===== src/rtl/i281_loader_pkg.sv =====
// rtl/i281_loader_pkg.sv - shared types and constants for the i281 code loader
//
// Purpose: FSM state encoding, default frame header byte, i281 instruction
// field positions and a helper that packs a received byte pair into a word.
// Ports: none (package).
package i281_loader_pkg;

   typedef enum logic [2:0] {
      ST_IDLE    = 3'd0,
      ST_COUNT   = 3'd1,
      ST_DATA_HI = 3'd2,
      ST_DATA_LO = 3'd3,
      ST_CHECK   = 3'd4,
      ST_DONE    = 3'd5,
      ST_ERROR   = 3'd6
   } state_t;

   localparam logic [7:0] SYNC_BYTE_DEF = 8'hA5;

   localparam int OPC_MSB = 15;
   localparam int OPC_LSB = 12;
   localparam int RA_MSB  = 11;
   localparam int RA_LSB  = 10;
   localparam int RB_MSB  = 9;
   localparam int RB_LSB  = 8;
   localparam int IMM_MSB = 7;
   localparam int IMM_LSB = 0;

   // High byte carries opcode/rA/rB, low byte carries the immediate.
   function automatic logic [15:0] make_instr(input logic [7:0] hi, input logic [7:0] lo);
      logic [15:0] w;
      w = '0;
      w[OPC_MSB:OPC_LSB] = hi[7:4];
      w[RA_MSB:RA_LSB]   = hi[3:2];
      w[RB_MSB:RB_LSB]   = hi[1:0];
      w[IMM_MSB:IMM_LSB] = lo;
      return w;
   endfunction

endpackage


===== src/rtl/i281_load_csum.sv =====
// rtl/i281_load_csum.sv - 8-bit wrap-around checksum accumulator
//
// Purpose: accumulates frame data bytes modulo 256 and compares the running
// sum against the received checksum byte.
// Ports:
//   clk, rst  clock, asynchronous active-high reset
//   clr       zero the sum (takes priority over add)
//   add       add din to the sum
//   din       byte to add / byte to compare against
//   match     current sum equals din
module i281_load_csum (
   input  logic       clk,
   input  logic       rst,
   input  logic       clr,
   input  logic       add,
   input  logic [7:0] din,
   output logic       match
);

   logic [7:0] sum_q;
   logic [7:0] sum_d;

   always_comb begin
      sum_d = sum_q;
      if (clr) begin
         sum_d = '0;
      end else if (add) begin
         sum_d = sum_q + din;
      end
   end

   always_ff @(posedge clk or posedge rst) begin
      if (rst) begin
         sum_q <= '0;
      end else begin
         sum_q <= sum_d;
      end
   end

   assign match = (sum_q == din);

endmodule


===== src/rtl/i281_code_loader.sv =====
// rtl/i281_code_loader.sv - framed byte stream to i281 code memory writer
//
// Purpose: parses SYNC, N, 2N data bytes (high first), CSUM from the host
// link, writes each 16-bit word to the code bank and reports the outcome.
// Ports:
//   clk, rst            clock, asynchronous active-high reset
//   in_data/in_valid    host byte stream; transfer when in_valid && in_ready
//   in_ready            low only in the result (DONE/ERROR) cycle and in reset
//   wr_en/wr_addr/wr_data  one-cycle code memory write
//   cpu_hold            high while a frame is in flight
//   load_ok/load_err    one-cycle result pulses
module i281_code_loader
   import i281_loader_pkg::*;
#(
   parameter int         CODE_WORDS = 16,
   parameter int         ADDR_W     = 4,
   parameter logic [7:0] SYNC_BYTE  = SYNC_BYTE_DEF
) (
   input  logic              clk,
   input  logic              rst,
   input  logic [7:0]        in_data,
   input  logic              in_valid,
   output logic              in_ready,
   output logic              wr_en,
   output logic [ADDR_W-1:0] wr_addr,
   output logic [15:0]       wr_data,
   output logic              cpu_hold,
   output logic              load_ok,
   output logic              load_err
);

   localparam int         CNT_W = $clog2(CODE_WORDS + 1);
   localparam logic [7:0] MAX_N = 8'(CODE_WORDS);

   state_t              state_q, state_d;
   logic [CNT_W-1:0]    n_q, n_d;
   logic [CNT_W-1:0]    cnt_q, cnt_d;     // words received so far in this frame
   logic [ADDR_W-1:0]   addr_q, addr_d;
   logic [7:0]          hi_q, hi_d;
   logic                wr_en_q, wr_en_d;
   logic [15:0]         wr_data_q, wr_data_d;
   logic                csum_clr, csum_add, csum_match;
   logic                accept;

   assign accept = in_valid && in_ready;

   i281_load_csum u_csum (
      .clk   (clk),
      .rst   (rst),
      .clr   (csum_clr),
      .add   (csum_add),
      .din   (in_data),
      .match (csum_match)
   );

   always_comb begin
      state_d   = state_q;
      n_d       = n_q;
      cnt_d     = cnt_q;
      addr_d    = addr_q;
      hi_d      = hi_q;
      wr_en_d   = 1'b0;
      wr_data_d = wr_data_q;
      csum_clr  = 1'b0;
      csum_add  = 1'b0;

      // Advance the address once the write has gone out, except after the
      // last word so wr_addr stays within 0..N-1.
      if (wr_en_q && (cnt_q < n_q)) begin
         addr_d = addr_q + 1'b1;
      end

      case (state_q)
         ST_IDLE: begin
            if (accept && (in_data == SYNC_BYTE)) begin
               state_d = ST_COUNT;
            end
         end
         ST_COUNT: begin
            if (accept) begin
               if ((in_data == 8'd0) || (in_data > MAX_N)) begin
                  state_d = ST_ERROR;
               end else begin
                  n_d      = in_data[CNT_W-1:0];
                  cnt_d    = '0;
                  addr_d   = '0;
                  csum_clr = 1'b1;
                  state_d  = ST_DATA_HI;
               end
            end
         end
         ST_DATA_HI: begin
            if (accept) begin
               hi_d     = in_data;
               csum_add = 1'b1;
               state_d  = ST_DATA_LO;
            end
         end
         ST_DATA_LO: begin
            if (accept) begin
               csum_add  = 1'b1;
               wr_en_d   = 1'b1;
               wr_data_d = make_instr(hi_q, in_data);
               cnt_d     = cnt_q + 1'b1;
               state_d   = ((cnt_q + 1'b1) == n_q) ? ST_CHECK : ST_DATA_HI;
            end
         end
         ST_CHECK: begin
            if (accept) begin
               state_d = csum_match ? ST_DONE : ST_ERROR;
            end
         end
         ST_DONE:  state_d = ST_IDLE;
         ST_ERROR: state_d = ST_IDLE;
         default:  state_d = ST_IDLE;
      endcase
   end

   always_ff @(posedge clk or posedge rst) begin
      if (rst) begin
         state_q   <= ST_IDLE;
         n_q       <= '0;
         cnt_q     <= '0;
         addr_q    <= '0;
         hi_q      <= '0;
         wr_en_q   <= 1'b0;
         wr_data_q <= '0;
      end else begin
         state_q   <= state_d;
         n_q       <= n_d;
         cnt_q     <= cnt_d;
         addr_q    <= addr_d;
         hi_q      <= hi_d;
         wr_en_q   <= wr_en_d;
         wr_data_q <= wr_data_d;
      end
   end

   // Gated by rst so the link sees not-ready for the whole reset interval.
   assign in_ready = !rst && (state_q != ST_DONE) && (state_q != ST_ERROR);
   assign cpu_hold = (state_q == ST_COUNT) || (state_q == ST_DATA_HI) ||
                     (state_q == ST_DATA_LO) || (state_q == ST_CHECK);
   assign load_ok  = (state_q == ST_DONE);
   assign load_err = (state_q == ST_ERROR);
   assign wr_en    = wr_en_q;
   assign wr_addr  = addr_q;
   assign wr_data  = wr_data_q;

endmodule


===== config.mk =====
export PLATFORM = sky130hd
export DESIGN_NAME = i281_code_loader
export DESIGN_NICKNAME = d
export VERILOG_FILES = /design/src/rtl/i281_loader_pkg.sv /design/src/rtl/i281_load_csum.sv /design/src/rtl/i281_code_loader.sv
export SDC_FILE = /design/constraint.sdc
export NUM_CORES = 1
export LEC_CHECK = 0
export BUFFER_PORTS_ARGS = -buffer_cell sky130_fd_sc_hd__buf_2
export CAP_MARGIN = 20
export CORE_ASPECT_RATIO = 1.25
export CORE_UTILIZATION = 39
export CTS_CLUSTER_DIAMETER = 60
export DETAILED_ROUTE_END_ITERATION = 10
export GPL_TIMING_DRIVEN = 0
export PLACE_DENSITY = 0.68
export SLEW_MARGIN = 15
export SYNTH_ARGS = -nofsm -noshare
export SYNTH_HDL_FRONTEND = slang
export SYNTH_SLANG_ARGS = --single-unit

===== constraint.sdc =====
create_clock -name clk -period 3.18 [get_ports clk]
set_clock_uncertainty 0.05 [all_clocks]
set_input_delay 0.636 -clock clk [delete_from_list [all_inputs] [get_ports clk]]
set_output_delay 0.636 -clock clk [all_outputs]
set_load 0.05 [all_outputs]

After elaboration in Yosys (flattened, before gate mapping)
Cells that the tools add are included.

Bits in registers: 50. Word-level logic and storage cells: 76. Output and inout port bits: 25.

Reduce and logical (&&, ||, !) cells: 20. Muxes and demuxes: 25. Add/subtract/negate cells: 3. Bitwise gates (word level): 1. Equality and inequality tests: 17. $lt $le $gt $ge: 2.

Operators with widths (count): 3-bit two-way mux (7); 4-bit two-way mux (4); 8-bit two-way mux (2); 5-bit two-way mux (3); 3-bit case mux with 5 select lines (1); 2-bit != test (second input constant) (6); 5-bit case mux with 2 select lines (1); 3-bit == test (second input constant) (3); 8-bit adder (1); 8-bit == test (1); 8-bit == test (second input constant) (1); 8-bit by 5-bit greater-than comparator with 1-bit output (second input constant) (1); 8-bit zero test (1); 3-bit by 2-bit == test with 1-bit output (second input constant) (2); 1-bit two-way mux (6); 3-bit != test (second input constant) (2); 5-bit by 1-bit adder with 5-bit output (second input constant) (1); 5-bit == test (1); 1-bit logical AND (5); 5-bit < comparator (1); 5-bit AND reduction (1); 4-bit by 1-bit adder with 4-bit output (second input constant) (1); 1-bit logical OR (4); 2-bit AND reduction (2); 9 further kinds (10).

Logic depth before layout (Yosys ltp)
Gate-level depths: netlist of run 1.

Depth after elaboration: 8. Gate-level depth with buffers: 8. Mapped depth without buffers: 8.

Hierarchy
A second synthesis of run 1 with hierarchy kept.

Cell total of the unflattened synthesis: 247. Area, all modules: 2745.1 um2.

By module, submodules not included: i281_code_loader (cells an instance 176, times used 1, area each 2072.0 um2); i281_load_csum (cells an instance 71, times used 1, area each 673.1 um2).

Worst setup path after synthesis of run 1
No wires, ideal clock.

Path type: register to output. Start: reg state_q[2]. End: out in_ready. Slack: 0.409 ns. Stages on the path, launching flop included: 5. Data arrival time: 2.085 ns. Cells stage by stage: dfrtp_1 -> buf_4 -> nor2b_1 -> and2_1 -> nor3_1.

Word-level cells in the longest chain between the ends: 3. Elaborated cells on any way between the ends: 4. Classes of those cells: 2 x eq/ne; 2 x reduce/logical.

RTL lines: start: declaration (line i281_code_loader.sv:35) `state_t state_q, state_d;`; start signal: assignment (line i281_code_loader.sv:129) `state_q <= state_d;`; 3-bit != test (line i281_code_loader.sv:140) `assign in_ready = !rst && (state_q != ST_DONE) && (state_q != ST_ERROR);`; 1-bit logical AND (line i281_code_loader.sv:140); 1-bit logical AND * (line i281_code_loader.sv:140); end: declaration (line i281_code_loader.sv:23) `output logic in_ready,`.

Mark *: on every way between the ends. The rest lies on a longest branch, timed or not.

Worst setup path after layout of run 1
Start: reg state_q[1]. End: out in_ready.

The elaborated chain is that of the path after synthesis.

==> results.ini, run 1 <==
[clock_network]
postCtsSetupRepairBufs=0
clk-insertion-delay-late_ps=310
postCtsHoldBufs=0
cts_tree=built
cts_max_level=2
cts-root-buf=clkbuf_8
path_clk_slew_ps=100
cts_resized=0
numCtsBuffers=5
clkSinkCount=50
clockBufferDepth=2

[floorplan]
die_area_um2=7520
core_um2=6930
io_pins=36
initial_core_util_pct=40.3
die_x_um=77.8
rows=34
die_h_um=96.7

[global_routing]
overflow=0
grt_pass1_wl_um=10400
grt_pass1_vias=2160
grt_use_total_pct=17.5
grt_max_degree=31
antenna_found_initial=0

[synthesis]
yosysMostFrequentCell=nand2_1
syn_inst=291
synth_area_leader_cell=dfrtp_1
yosysWarnings=0
synth_enable_flop_cells=0
synth_area_leaders=dfrtp_1 45%, nand2_1 8.9%, ha_1 6.3%
synth_top_area_share_pct=44.7
yosysSeqAreaShare_pct=44.7
synth_area_um2=2800
syn_nets=317
synth_common_cells=66 x nand2_1, 50 x dfrtp_1, 15 x inv_1, 14 x ha_1, 12 x mux2_2
ys.flop_type=dfrtp_1
synthSimpleGateAreaFrac_pct=21.5
avgSynthCellArea_um2=9.61
synth_cell_types=52
synth_xor_area_share_pct=4.38
synth_top_family_by_area=simple AND/OR/NAND/NOR gates
synth-async-reset-ratio_pct=100
synthMuxAreaShare_pct=6.44
synth_compound_area_share_pct=11.6
synthAdderAreaFrac_pct=6.98
ys_seq_elements=50

[critical_path]
rrSetupSlack_ps=1110
required_ps=2490
rr_startpoint=cnt_q[1]
slowest_delay_ps=330
cp_max_fo=8
crit_arrival_ps=1580
endpoint_kind=primary output
cp_slowest_cell=dfrtp_1
r2r_end=wr_addr[3]
crit_type=reg2out
crit_chain=buf_2, inv_1, and3_1, nor3_1, buf_2
crit_top_cell=buf_2
r2r_cells=6
start_kind=register

[timing]
rsz0062_at_grt=false
timing.setup.tns_ps=0
fin_crit_sh_pct=71.3
relSlewSlack_pct=66.1
finalMaxSlewViolations=0
hold_viol_final=0
max_freq_ghz=0.441
worstMarginPinSlew_ps=503
finalSetupViolations=0
fin_crit_ps=2270

[power]
p_sw_mw=1.12
p_per_area_nw_per_um2=790
p_int_mw=1.42
seq_power_share_pct=39.0
ir_drop_uv=409
p_sw_share_pct=44.1
p_total_mw=2.53
leakagePower_nw=1.50
combPwrFrac_pct=45.0
pwr-share-clk_pct=16.0

[place]
numPortBuffers=35
place_congestion=0.756
hpwl_um=4670

[finish]
drive_above_1_share_pct=22.1
num_antenna_cells=0
num-fill-cells=653
area_delta_synth_final_pct=14.5
nNetsFinal=360

[detailed_routing]
via_per_inst=5.10
vias=2168
drtIter0Drc=104
ant_nets=0
drc=0
drt_pass1_iterations=4
detail_route.wl_per_cell_um=14.4
wirelength_um=6130

[run_status]
outcome=completed

[job]
drv_cap=0

[worst_hold_path]
hold_class=in2async

-- layout by cell type, fill, tap and decap left out, types with 2 or more instances in the layout --
cell type / netlist / final
a21boi_0: 2 / 2
a21oi_1: 10 / 10
a22o_1: 2 / 2
a31oi_1: 5 / 5
and2_1: 4 / 4
buf_2: 5 / 40
buf_6: 2 / 2
clkbuf_1: 3 / 3
clkbuf_8: 0 / 6
dfrtp_1: 50 / 50
ha_1: 14 / 14
inv_1: 15 / 14
mux2_2: 12 / 12
mux2i_1: 3 / 3
nand2_1: 66 / 66
nand2b_1: 4 / 4
nand3_1: 5 / 5
nand3b_1: 4 / 4
nor2_1: 8 / 8
nor2b_1: 4 / 4
nor3_1: 5 / 5
nor3b_1: 2 / 2
nor4_1: 3 / 3
o211ai_1: 2 / 2
o21a_1: 3 / 3
o21ai_0: 11 / 11
o22ai_1: 7 / 7
o32ai_1: 2 / 2
or4_1: 2 / 2
xnor2_1: 10 / 10
xor2_1: 4 / 4
-- per-stage QoR --
stage                     hold WS, ps  util (%)  setup slack, ps  cell area [µm²]  cells
after global placement            395      44.5              592             3090    416
after CTS                         317      46.2              890             3200    425
after floorplan                   385         -              409             2800    291
after detailed placement          403      44.8              737             3110    417
final                             306      46.2              912             3200    425
after global routing              344      46.2              830             3200    425
-- how the worst max path moves through the flow --
| stage | from | endpoint | slack (ps) | cells after the start |
|---|---|---|---|---|
| CTS | state_q[1] | in_ready | 890 | 5 |
| finish | state_q[1] | in_ready | 910 | 5 |
| global route | state_q[1] | in_ready | 830 | 5 |
| detailed placement | in_data[1] | u_csum.sum_q[7] | 740 | 7 |
| global placement | rst | wr_data[13] | 590 | 2 |
| floorplan | state_q[2] | in_ready | 410 | 4 |
-- critical path, delay by kind of cell, from the launching register on --
family | cells | cell delay [ps]
buffers and inverters | 3 | 610
flip-flops | 1 | 330
AND/OR/NAND/NOR | 2 | 330
-- area by class of cell --
type | count | area, µm² | share of cell area, %
Tap cell | 90 | 113 | 3.51
Clock inverter | 2 | 16.3 | 0.508
Buffer | 11 | 66.3 | 2.07
Clock buffer | 6 | 82.6 | 2.58
Timing Repair Buffer | 36 | 195 | 6.09
Inverter | 15 | 56.3 | 1.76
Sequential cell | 50 | 1250 | 39.0
Multi-Input combinational cell | 215 | 1420 | 44.4
-- cell families after synthesis --
family / Yosys count
flip-flops: 50
buffers and inverters: 26
adder cells (fa/ha/maj): 15
AND/OR/NAND/NOR: 119
multiplexers: 16
XOR/XNOR: 14
AO/OA/AOI/OAI: 51
-- power by group through the flow --
stage / logic (mW) / clock network [mW] / registers [mW]
after floorplan: 0.572 / 0 / 1.30
after global placement: 1.12 / 0 / 0.988
after detailed placement: 1.14 / 0 / 0.999
after CTS: 1.15 / 0.417 / 0.985
after global routing: 1.25 / 0.445 / 1.02
final: 1.14 / 0.406 / 0.986
-- registers in the layout, summed over array words and instances (netlist names) --
register	flops
wr_addr	4
cnt_q	5
u_csum.sum_q	8
state_q	3
n_q	5
wr_data	16
wr_en	1
hi_q	8
-- per-layer routing --
| metal | share of wire, % | vias to the layer above | GRT usage (%) |
|---|---|---|---|
| met5 | 0 | - | 0 |
| met4 | 2.0 | 0 | 6.68 |
| met3 | 1.6 | 10 | 1.98 |
| met2 | 51 | 27 | 30.9 |
| met1 | 45 | 1038 | 21.5 |
| li1 | - | 1093 | - |
Note: power is estimated with default switching activity, not from simulation.
==> run 2, diff against run 1 <==
- PLACE_DENSITY: 0.68 -> 0.7
- clock period: 3.18 -> 1.95 ns (I/O delays scaled with it)
==> results.ini, run 2 (synthesized netlist as in run 1, its figures left out) <==
[timing]
fin_crit_sh_pct=97.3
finalSetupViolations=0  ; unchanged
rsz0062_at_grt=true
max_freq_ghz=0.527
finalMaxSlewViolations=0  ; unchanged
timing.setup.tns_ps=0  ; unchanged
holdWs_ps=99.3  ; -207 ps
relSlewSlack_pct=65.2  ; -0.93 points
worstMarginPinSlew_ps=521  ; +17.9 ps
setup_ws_ps=52.8  ; -859 ps
fin_crit_ps=1900
hold_viol_final=0  ; unchanged

[finish]
seqCellArea_um2=1250  ; about the same
final_common_cell=nand2_1
nNetsFinal=364  ; +1.1%
mostFrequentLayoutCells=66 x nand2_1, 49 x dfrtp_1, 36 x buf_2
largest_reg_flops=16  ; unchanged
drive_above_1_share_pct=27.7  ; +5.6 points
num-fill-cells=641  ; -1.8%
num_antenna_cells=0  ; unchanged
finalInstanceArea_um2=3350  ; +4.5%
multi_input_area_um2=1520  ; +6.6%
area_delta_synth_final_pct=19.7

[critical_path]
endpoint_kind=register
crit_arrival_ps=2070  ; +490 ps
required_ps=2120  ; -370 ps
crit_type=reg2reg
start_kind=register
cp_max_fo=10  ; +2

[floorplan]
die_area_um2=7520  ; unchanged
io_pins=36  ; unchanged
initial_core_util_pct=40.3  ; unchanged
rows=34  ; unchanged
core_um2=6930  ; unchanged
die_x_um=77.8  ; unchanged
die_h_um=96.7  ; unchanged

[detailed_routing]
via_per_inst=5.32  ; +4.2%
ant_nets=0  ; unchanged
drtIter0Drc=140  ; +35%
detail_route.wl_per_cell_um=14.6  ; +1.4%
wirelength_um=6270  ; +2.4%
drt_pass1_iterations=6  ; +2
vias=2281  ; +5.2%
drc=0  ; unchanged

[place]
numPortBuffers=35  ; unchanged
postPlaceCellArea_um2=3120  ; +0.36%
place_ws_ps=-215  ; -952 ps
place_congestion=0.801  ; +6.0%
hpwl_um=4550  ; -2.7%

[clock_network]
cts_tree=built
clk-insertion-delay-late_ps=310  ; about the same
numCtsBuffers=5  ; unchanged
path_clk_slew_ps=100  ; about the same
cts-root-buf=clkbuf_8
clockBufferDepth=2  ; unchanged
cts_max_level=2  ; unchanged
clkSinkCount=50  ; unchanged

[global_routing]
grt_use_total_pct=17.7  ; +0.24 points
overflow=0  ; unchanged
grt_pass1_wl_um=10700  ; +2.8%
grt_max_degree=29  ; -6.5%
antenna_found_initial=0  ; unchanged
grt_pass1_vias=2251  ; +4.2%

[job]
drv_cap=0  ; unchanged

[run_status]
outcome=completed

[power]
p_sw_mw=1.87  ; +67%
ir_drop_uv=578  ; +41%
p_int_mw=2.35  ; +66%
p_per_area_nw_per_um2=1260  ; +59%
p_sw_share_pct=44.3  ; +0.20 points
leakagePower_nw=1.53  ; +1.9%
seq_power_share_pct=38.3  ; -0.7 points
combPwrFrac_pct=46.3  ; +1.3 points
pwr-share-clk_pct=15.4  ; -0.6 points

[worst_hold_path]
hold_class=in2async

## run 2: what timing repair did
item,4_1_cts,5_1_grt
resized for setup,6,18
hold buffers,0,0
setup endpoints to repair,7,17
pin swaps,0,3
setup buffers,0,5
hold endpoints to repair,0,0
cloned,0,0
## run 2: final timing paths
path / from / to / slack, ps / cells after the start
max: cnt_q[4] / wr_addr[1] / 50 / 6
min: rst / state_q[1] / 100 / 2
max reg2reg: cnt_q[4] / wr_addr[1] / 50 / 6
min reg2reg: hi_q[3] / wr_data[11] / 420 / 2
max in group asynchronous: rst / wr_data[1] / 1220 / 3
min in group clk: in_data[5] / wr_data[5] / 310 / 3
## run 2: worst max-delay path: stages (launching register included)
cell	delay, ps
dfrtp_1	430
ha_2	180
nand2b_4	140
buf_6	130
or3b_2	460
mux2_2	270
a31oi_1	150
## run 2: cell type report
type | instances | area share, %
multi-input cells | 215 | 45.3
flip-flops and latches | 50 | 37.4
repair buffers | 41 | 7.28
well taps | 90 | 3.36
clock buffers | 5 | 2.05
plain buffers | 10 | 2.05
inverters | 15 | 1.68
clock inverters | 3 | 0.859
## run 2: per-layer routing
metal / share of wire [%] / vias up / GRT usage, % / routed length (µm)
li1: - / 1098 / - / -
met1: 46 / 1138 / 22.9 / 2880
met2: 50 / 35 / 30.3 / 3130
met3: 2.1 / 10 / 2.36 / 133
met4: 2.0 / 0 / 5.95 / 127
met5: 0 / - / 0 / 0
## run 2: through the flow
stage                     total power [mW]  cells  util [%]
final                                 4.22    429      48.3
after detailed placement              3.48    417      44.9
after global routing                  4.51    429      48.3
after CTS                             4.15    425      46.6
after global placement                3.42    416      44.7
after floorplan                       3.06    291         -
## run 2: power groups by stage
stage	Sequential, mW	Combinational (mW)	Clock, mW
final	1.62	1.95	0.650
after global routing	1.67	2.14	0.700
after CTS	1.61	1.87	0.665
after detailed placement	1.62	1.85	0
after global placement	1.61	1.81	0
after floorplan	2.12	0.933	0
==> run 3, diff against run 2 <==
- CORE_ASPECT_RATIO: 1.25 -> unset
==> results.ini, run 3 (synthesized netlist as in run 1, its figures left out) <==
[run_status]
outcome=completed

[finish]
final_common_cell=nand2_1
nNetsFinal=362  ; -0.55%
mostFrequentLayoutCells=66 x nand2_1, 50 x dfrtp_1, 36 x buf_2
area_delta_synth_final_pct=18.0
largest_reg_flops=16  ; unchanged
seqCellArea_um2=1250  ; about the same
multi_input_area_um2=1500  ; -1.1%
drive_above_1_share_pct=25.9  ; -1.8 points
num_antenna_cells=0  ; unchanged
fin_cells=432  ; +0.70%
num-fill-cells=663  ; +3.4%

[floorplan]
io_pins=36  ; unchanged
core_um2=6870  ; -0.94%
die_h_um=86.7  ; -10%
die_x_um=86.7  ; +11%
initial_core_util_pct=40.7  ; +0.38 points
die_area_um2=7520  ; about the same
rows=30  ; -12%

[timing]
max_freq_ghz=0.528  ; +0.14%
fin_crit_ps=1890  ; -2.67 ps
finalMaxSlewViolations=0  ; unchanged
fin_crit_sh_pct=97.2  ; -0.14 points
hold_viol_final=0  ; unchanged
worstMarginPinSlew_ps=516  ; -5.10 ps
relSlewSlack_pct=65.5  ; +0.34 points
rsz0062_at_grt=true
finalSetupViolations=0  ; unchanged
timing.setup.tns_ps=0  ; unchanged

[detailed_routing]
wirelength_um=6000  ; -4.3%
drt_pass1_iterations=4  ; -2
via_per_inst=5.12  ; -3.7%
drtIter0Drc=68  ; -51%
detail_route.wl_per_cell_um=13.9  ; -5.0%
drc=0  ; unchanged
ant_nets=0  ; unchanged
vias=2213  ; -3.0%

[clock_network]
cts_max_level=2  ; unchanged
clkSinkCount=50  ; unchanged
cts_tree=built
clockBufferDepth=2  ; unchanged
numCtsBuffers=5  ; unchanged
clk-insertion-delay-late_ps=310  ; about the same
cts-root-buf=clkbuf_8
path_clk_slew_ps=90  ; about the same
postCtsHoldBufs=0  ; unchanged

[critical_path]
endpoint_kind=register
start_kind=register
crit_arrival_ps=2070  ; about the same
cp_max_fo=10  ; unchanged
r2r_cells=6  ; unchanged
crit_type=reg2reg
required_ps=2120  ; about the same

[place]
hpwl_um=4340  ; -4.6%
dp_cells=423  ; +1.4%
place_congestion=0.833  ; +4.0%
numPortBuffers=35  ; unchanged

[power]
p_int_mw=2.32  ; -1.2%
p_sw_share_pct=43.7  ; -0.61 points
ir_drop_uv=358  ; -38%
p_per_area_nw_per_um2=1250  ; -0.79%
seq_power_share_pct=39.0  ; +0.7 points
pwr-share-clk_pct=14.2  ; -1.2 points
leakagePower_nw=1.51  ; -1.5%
combPwrFrac_pct=46.8  ; +0.5 points
p_total_mw=4.13  ; -2.2%
p_sw_mw=1.80  ; -3.6%

[global_routing]
grt_pass1_wl_um=9940  ; -7.3%
grt_use_total_pct=16.9  ; -0.82 points
antenna_found_initial=0  ; unchanged
grt_pass1_vias=2088  ; -7.2%
grt_max_degree=29  ; unchanged
overflow=0  ; unchanged

[job]
drv_cap=0  ; unchanged

[worst_hold_path]
hold_class=in2async

[run 3: metrics by stage]
step                hold WS, ps  area, µm²  worst slack, ps  util [%]
floorplan                   385       2810             2.20         -
global placement            398       3100             -423      45.2
detailed placement          406       3120             -226      45.5
CTS                         124       3230            -21.7      47.1
global route                148       3300            -35.8      48.1
finish                      101       3300             55.5      48.1
[run 3: cell type report]
class	count	area share [%]
timing repair buffer	38	6.71
tap	96	3.64
buffer	11	2.12
multi-input combinational	215	45.5
inverter	15	1.71
clock inverter	1	0.227
clock buffer	6	2.20
sequential	50	37.9
[run 3: path summary, 6_finish.rpt]
kind                              from         endpoint  slack, ps
max                           cnt_q[4]       wr_addr[1]         60
min                                rst       state_q[2]        100
max reg2reg                   cnt_q[4]       wr_addr[1]         60
min reg2reg                wr_data[14]      wr_data[14]        420
max in group asynchronous          rst  u_csum.sum_q[3]       1220
min in group clk            in_data[6]       wr_data[6]        320
[run 3: layer usage]
| metal | track usage, % | vias up | share of wire [%] |
|---|---|---|---|
| li1 | - | 1103 | - |
| met1 | 22.5 | 1085 | 48 |
| met2 | 28.6 | 21 | 49 |
| met3 | 2.00 | 4 | 1.3 |
| met4 | 5.45 | 0 | 1.1 |
| met5 | 0 | - | 0 |
[run 3: what timing repair did]
item | CTS | global route
cloned | 0 | 0
pin swaps | 1 | 3
endpoints found under the setup margin | 6 | 14
buffers inserted | 0 | 2
gates resized for setup | 6 | 15
[run 3: power groups by stage]
stage	sequential (mW)	clock, mW	combinational, mW
4_1_cts	1.60	0.604	1.88
5_1_grt	1.65	0.635	2.12
6_report	1.61	0.585	1.93
2_1_floorplan	2.12	0	0.933
3_5_place_dp	1.62	0	1.85
3_3_place_gp	1.61	0	1.81
[run 3: worst max-delay path, cell delays in order (launching register included)]
cell and delay (ps):
dfrtp_1 440, ha_1 200, nand2b_4 150, buf_6 130
or3b_2 450, mux2_2 270, a31oi_1 130
